## config.mk

```make
export PLATFORM = sky130hd
export DESIGN_NAME = alu_sequencer
export DESIGN_NICKNAME = d
export VERILOG_FILES = /design/src/rtl/alu_seq_pkg.sv /design/src/rtl/alu_core.sv /design/src/rtl/alu_sequencer.sv
export SDC_FILE = /design/constraint.sdc
export NUM_CORES = 1
export LEC_CHECK = 0
export CAP_MARGIN = 40
export CORE_ASPECT_RATIO = 0.6
export CORE_MARGIN = 2
export CORE_UTILIZATION = 47
export CTS_CLUSTER_SIZE = 20
export DETAILED_ROUTE_END_ITERATION = 8
export PLACE_DENSITY = 0.81
export SLEW_MARGIN = 20
export SYNTH_ARGS = -nofsm -noshare
export SYNTH_HDL_FRONTEND = slang
export SYNTH_HIERARCHICAL = 1
export SYNTH_SLANG_ARGS = --single-unit
```

## constraint.sdc

```tcl
create_clock -name clk -period 2.5 [get_ports clk]
set_input_delay 0.5 -clock clk [delete_from_list [all_inputs] [get_ports clk]]
set_output_delay 0.5 -clock clk [all_outputs]
set_load 0.01 [all_outputs]
```

## src/rtl/alu_seq_pkg.sv

```systemverilog
// ---------------------------------------------------------------------------
// alu_seq_pkg
// Shared constants for the MicroUAZ ALU sequencer slice.
//   N_DEF / AW_DEF : default datapath width and register address width
//   OP_*           : 3-bit opcode encoding understood by alu_core
//   S_*            : sequencer FSM state encoding
// ---------------------------------------------------------------------------
package alu_seq_pkg;

  localparam int N_DEF  = 8;
  localparam int AW_DEF = 2;

  localparam logic [2:0] OP_AND = 3'b000;
  localparam logic [2:0] OP_OR  = 3'b001;
  localparam logic [2:0] OP_XOR = 3'b010;
  localparam logic [2:0] OP_NOT = 3'b011;
  localparam logic [2:0] OP_ADD = 3'b100;
  localparam logic [2:0] OP_SUB = 3'b101;
  localparam logic [2:0] OP_MOV = 3'b110;
  localparam logic [2:0] OP_LDI = 3'b111;

  localparam logic [1:0] S_IDLE  = 2'd0;
  localparam logic [1:0] S_FETCH = 2'd1;
  localparam logic [1:0] S_EXEC  = 2'd2;
  localparam logic [1:0] S_DONE  = 2'd3;

endpackage

```

## src/rtl/alu_core.sv

```systemverilog
// ---------------------------------------------------------------------------
// alu_core
// Purely combinational N-bit ALU shared by the sequencer.
// Ports:
//   a, b  in  N  operands (b carries the immediate for LDI)
//   op    in  3  opcode (see alu_seq_pkg OP_*)
//   y     out N  result
//   c     out 1  ADD carry-out / SUB borrow; 0 for all other ops
// ---------------------------------------------------------------------------
module alu_core
  import alu_seq_pkg::*;
#(
  parameter int N = N_DEF
) (
  input  logic [N-1:0] a,
  input  logic [N-1:0] b,
  input  logic [2:0]   op,
  output logic [N-1:0] y,
  output logic         c
);

  logic [N:0] sum;
  logic [N:0] diff;

  // Both arithmetic paths are formed one bit wider so the top bit is the
  // carry for ADD and, through two's-complement wrap, the borrow for SUB.
  always_comb begin
    sum  = {1'b0, a} + {1'b0, b};
    diff = {1'b0, a} - {1'b0, b};
    y    = '0;
    c    = 1'b0;
    case (op)
      OP_AND: y = a & b;
      OP_OR:  y = a | b;
      OP_XOR: y = a ^ b;
      OP_NOT: y = ~a;
      OP_ADD: begin
        y = sum[N-1:0];
        c = sum[N];
      end
      OP_SUB: begin
        y = diff[N-1:0];
        c = diff[N];
      end
      OP_MOV: y = b;
      OP_LDI: y = b;
      default: y = '0;
    endcase
  end

endmodule

```

## src/rtl/alu_sequencer.sv

```systemverilog
// ---------------------------------------------------------------------------
// alu_sequencer
// Multi-cycle controller for the MicroUAZ ALU: accepts one command over
// valid/ready, fetches operands from an internal register file, runs the
// shared alu_core, registers result/flags and writes the result back to rd.
// Sequence: IDLE -> FETCH -> EXEC -> DONE -> IDLE (one command per 4 cycles).
// Ports:
//   clk, rst          clock, synchronous active-high reset
//   cmd_valid/ready   command handshake (ready only in IDLE)
//   cmd_op/rd/ra/rb   opcode, destination and source registers
//   cmd_imm           immediate for LDI
//   done              one-cycle completion pulse (rd already written)
//   result, flag_z,   last completed result and its flags, held until the
//   flag_c            next completion
//   dbg_addr/dbg_data combinational register-file read port
// ---------------------------------------------------------------------------
module alu_sequencer
  import alu_seq_pkg::*;
#(
  parameter int N  = N_DEF,
  parameter int AW = AW_DEF
) (
  input  logic          clk,
  input  logic          rst,
  input  logic          cmd_valid,
  output logic          cmd_ready,
  input  logic [2:0]    cmd_op,
  input  logic [AW-1:0] cmd_rd,
  input  logic [AW-1:0] cmd_ra,
  input  logic [AW-1:0] cmd_rb,
  input  logic [N-1:0]  cmd_imm,
  output logic          done,
  output logic [N-1:0]  result,
  output logic          flag_z,
  output logic          flag_c,
  input  logic [AW-1:0] dbg_addr,
  output logic [N-1:0]  dbg_data
);

  localparam int NREG = 2 ** AW;

  logic [1:0]    state_q, state_d;
  logic [2:0]    op_q;
  logic [AW-1:0] rd_q, ra_q, rb_q;
  logic [N-1:0]  imm_q;
  logic [N-1:0]  opa_q, opb_q;
  logic [N-1:0]  result_q;
  logic          z_q, c_q;
  logic [N-1:0]  rf_q [NREG];

  logic [N-1:0]  alu_y;
  logic          alu_c;

  alu_core #(.N(N)) u_alu (
    .a  (opa_q),
    .b  (opb_q),
    .op (op_q),
    .y  (alu_y),
    .c  (alu_c)
  );

  // Every state after IDLE lasts exactly one cycle, so only the IDLE exit
  // depends on an input.
  always_comb begin
    state_d = state_q;
    case (state_q)
      S_IDLE:  if (cmd_valid) state_d = S_FETCH;
      S_FETCH: state_d = S_EXEC;
      S_EXEC:  state_d = S_DONE;
      S_DONE:  state_d = S_IDLE;
      default: state_d = S_IDLE;
    endcase
  end

  // Command capture, operand fetch and write-back. The register file is only
  // written in EXEC, so a reset arriving in FETCH/EXEC/DONE leaves nothing
  // half-done; the next command can FETCH only after the previous write,
  // which makes back-to-back read-after-write safe without forwarding.
  always_ff @(posedge clk) begin
    if (rst) begin
      state_q  <= S_IDLE;
      op_q     <= '0;
      rd_q     <= '0;
      ra_q     <= '0;
      rb_q     <= '0;
      imm_q    <= '0;
      opa_q    <= '0;
      opb_q    <= '0;
      result_q <= '0;
      z_q      <= 1'b0;
      c_q      <= 1'b0;
      for (int i = 0; i < NREG; i++) begin
        rf_q[i] <= '0;
      end
    end else begin
      state_q <= state_d;
      if (state_q == S_IDLE && cmd_valid) begin
        op_q  <= cmd_op;
        rd_q  <= cmd_rd;
        ra_q  <= cmd_ra;
        rb_q  <= cmd_rb;
        imm_q <= cmd_imm;
      end
      if (state_q == S_FETCH) begin
        opa_q <= rf_q[ra_q];
        opb_q <= (op_q == OP_LDI) ? imm_q : rf_q[rb_q];
      end
      if (state_q == S_EXEC) begin
        result_q   <= alu_y;
        z_q        <= (alu_y == '0);
        c_q        <= alu_c;
        rf_q[rd_q] <= alu_y;
      end
    end
  end

  assign cmd_ready = (state_q == S_IDLE);
  assign done      = (state_q == S_DONE);
  assign result    = result_q;
  assign flag_z    = z_q;
  assign flag_c    = c_q;
  assign dbg_data  = rf_q[dbg_addr];

endmodule

```

==> flow_summary.toml <==
[outcome]
violations = "setup timing"
status = "finished, violations left"

[layout]
final_common_cell = "buf_4"
layout.cells.non_filler = 711
n_fill_cell = 779
fin_nets = 623
fin_area_mm2 = 0.00628
drive_above_1_share_pct = 27.3
synthToLayoutAreaGrowth_pct = 29.3
final_cell_mix = "buf_4 (61), nand2_1 (51), dfxtp_1 (44), nor2_1 (40)"
num_antenna_cells = 0

[synthesis]
ys_ff_latch = 79
async_flop_share_pct = 0
ys_types = 64
yosys_warnings = 6
synth_edf_count = 32
yosysSeqAreaShare_pct = 39.1
syn_area_mm2 = 0.00486
ys.flop_type = "dfxtp_1"
synth_nets = 532
syn_inst = 480
syn_area_per_cell_um2 = 10.1

[power]
p_clk_share_pct = 22.0
power_frac_seq_pct = 29.4
ir_drop_mv = 0.552
comb_power_share_pct = 48.7
internal_power_w = 0.00374
p_switching_w = 0.00224
total_power_w = 0.00598
sw_frac_of_total_pct = 37.5
p_leak_nw = 2.50
p_per_area_mw_per_mm2 = 952

[grt]
grt_max_degree = 26
grt-ovfl-total = 0
first_global_vias = 4079
antenna_found_initial = 0
grt_pass1_wl_um = 22200
grt_use_total_pct = 26.6

[route]
via_per_inst = 5.94
wl_per_cell_um = 19.9
dr.pass1.iters = 5
drt_drc_violations_left = 0
ant_nets = 0
vias = 4221
routed_wl_um = 14100
drtIter0Drc = 495

[sta]
report.final.hold_viol_count = 0
period_share_pct = 108
setup_viol = 6
finalSetupTns_ps = -1130
rsz0062_at_grt = "yes"
setup_ws_ps = -208
post-route-min-period_ps = 2710
report.final.slew_viol_count = 0
worst_pin_slew_ps = 736
slew_headroom_pct = 50.9
max_freq_ghz = 0.369
fin_worst_skew_ps = 5.60

[min_path]
hold_end = "imm_q[7]"
hold_class = "reg -> reg"
hp-start = "imm_q[7]"
whs_path_depth = 2

[floorplan]
core_mm2 = 0.00995
start_util_pct = 48.9
chipWidth_um = 135
die_area_mm2 = 0.0112
pin_count = 42
die_h_um = 82.8
num_rows = 28

[critical_path]
rr_endpoint = "rf_q[0][6]"
reg2reg_slack_ps = -210
critPathArrivalTime_ps = 2800
required_ps = 2590
path_buf_inv = 2
crit_family = "simple AND/OR/NAND/NOR gates"
path_cells = "inv_2 -> ha_4 -> fa_2 -> o21ba_4 -> or4_4 -> nor2b_4 -> a211oi_2 -> mux2i_1 -> o211a_1 -> buf_6 -> and2_4"
path_class = "reg -> reg"
worstReg2RegStart = "opa_q[0]"
r2r_cells = 11
cp_max_fo = 5
crit_path_top_delay_cell = "or4_4"
start_kind = "register"
endpoint_kind = "register"
cpPeakStageDelay_ps = 430

[clock_network]
clk_path_buf_depth = 2
htreeDepth = 3
cts_buffers = 9
clock_latency_ps = 340
cts.sinks = 79
cts_tree = "built"
hold_buffers = 0
clockRootBuffer = "clkbuf_16"
path_clk_slew_ps = 60

[place]
gp_congestion = 1.01
placed_area_mm2 = 0.00580
port_buffers = 41
dp.cells = 691
dp_hpwl_um = 10500

[flow_run]
drv_cap = 0
-- power groups by stage --
| stage | combinational (W) | sequential, W | clock, W |
|---|---|---|---|
| after floorplan | 0.00162 | 0.00170 | 0 |
| after global placement | 0.00250 | 0.00176 | 0 |
| after detailed placement | 0.00258 | 0.00177 | 0 |
| after CTS | 0.00267 | 0.00175 | 0.00131 |
| after global routing | 0.00313 | 0.00178 | 0.00137 |
| final | 0.00291 | 0.00176 | 0.00131 |
-- layout make-up --
type / instances / area (um2) / share of cell area [%]
clock buffers: 12 / 279 / 4.44
clock inverters: 4 / 25.0 / 0.398
inverters: 24 / 90.1 / 1.43
multi-input cells: 349 / 2860 / 45.5
flip-flops and latches: 79 / 1910 / 30.3
well taps: 135 / 169 / 2.69
repair buffers: 108 / 957 / 15.2
-- per-layer routing --
| layer | global-route usage, % | vias up | share of wire, % |
|---|---|---|---|
| li1 | - | 1910 | - |
| met1 | 37.3 | 2070 | 46 |
| met2 | 41.1 | 222 | 43 |
| met3 | 8.14 | 19 | 10 |
| met4 | 5.83 | 0 | 1.4 |
| met5 | 0 | - | 0 |
-- cell usage after synthesis (5+ instances only) --
master,n,share of area [%]
or2_2,5,0.64
nand3_1,5,0.51
a221o_1,9,1.9
o21ai_0,15,1.5
nand2_1,51,3.9
and2_1,40,5.1
dfxtp_1,47,19
nand2b_1,9,1.2
clkbuf_1,11,0.85
a21oi_1,37,3.8
nor2_1,40,3.1
buf_2,8,0.82
mux2i_1,21,4.3
ha_1,28,7.2
inv_1,23,1.8
edfxtp_1,32,20
mux4_2,24,11
-- repair_timing --
| item | in CTS | in global routing |
|---|---|---|
| setup endpoints to repair | 24 | 28 |
| buffers inserted | 1 | 3 |
| gates cloned | 0 | 0 |
| pin swaps | 2 | 14 |
| resized for setup | 20 | 27 |
-- flip-flops by register name (all words and copies together) (netlist names), 3 cells and up, named ones only --
signal,flops
rf_q,32
opa_q,8
imm_q,8
opb_q,8
op_q,3
result,8
-- worst reg2reg max path, stage by stage, from the launching register on --
cell and delay (ps):
dfxtp_2 330, inv_2 50, ha_4 160, fa_2 350, o21ba_4 210, or4_4 430
nor2b_4 150, a211oi_2 240, mux2i_1 100, o211a_1 170, buf_6 140, and2_4 130
-- logic make-up after synthesis --
| family | synth area share (%) |
|---|---|
| AO/OA/AOI/OAI | 13.7 |
| XOR/XNOR | 0.721 |
| adder cells (fa/ha/maj) | 8.03 |
| buffers and inverters | 5.04 |
| flip-flops | 39.1 |
| multiplexers | 15.4 |
| AND/OR/NAND/NOR | 17.9 |
-- stage by stage --
step	hold slack [ps]	util, %	setup slack (ps)
after CTS	467	61.8	-179
after global routing	477	63.2	-280
after global placement	448	58.3	-141
after floorplan	436	-	-45.0
final	466	63.2	-208
after detailed placement	455	58.3	-202
-- worst max path at each step --
stage / from / end / slack, ps / cells after the start
CTS: opa_q[0] / flag_z / -180 / 12
detailed placement: dbg_addr[0] / dbg_data[4] / -200 / 4
global route: opa_q[0] / flag_z / -280 / 12
floorplan: opa_q[0] / flag_z / -50 / 12
global placement: dbg_addr[0] / dbg_data[3] / -140 / 4
finish: opa_q[0] / rf_q[0][6] / -210 / 11
(Power assumes the default switching activity.)
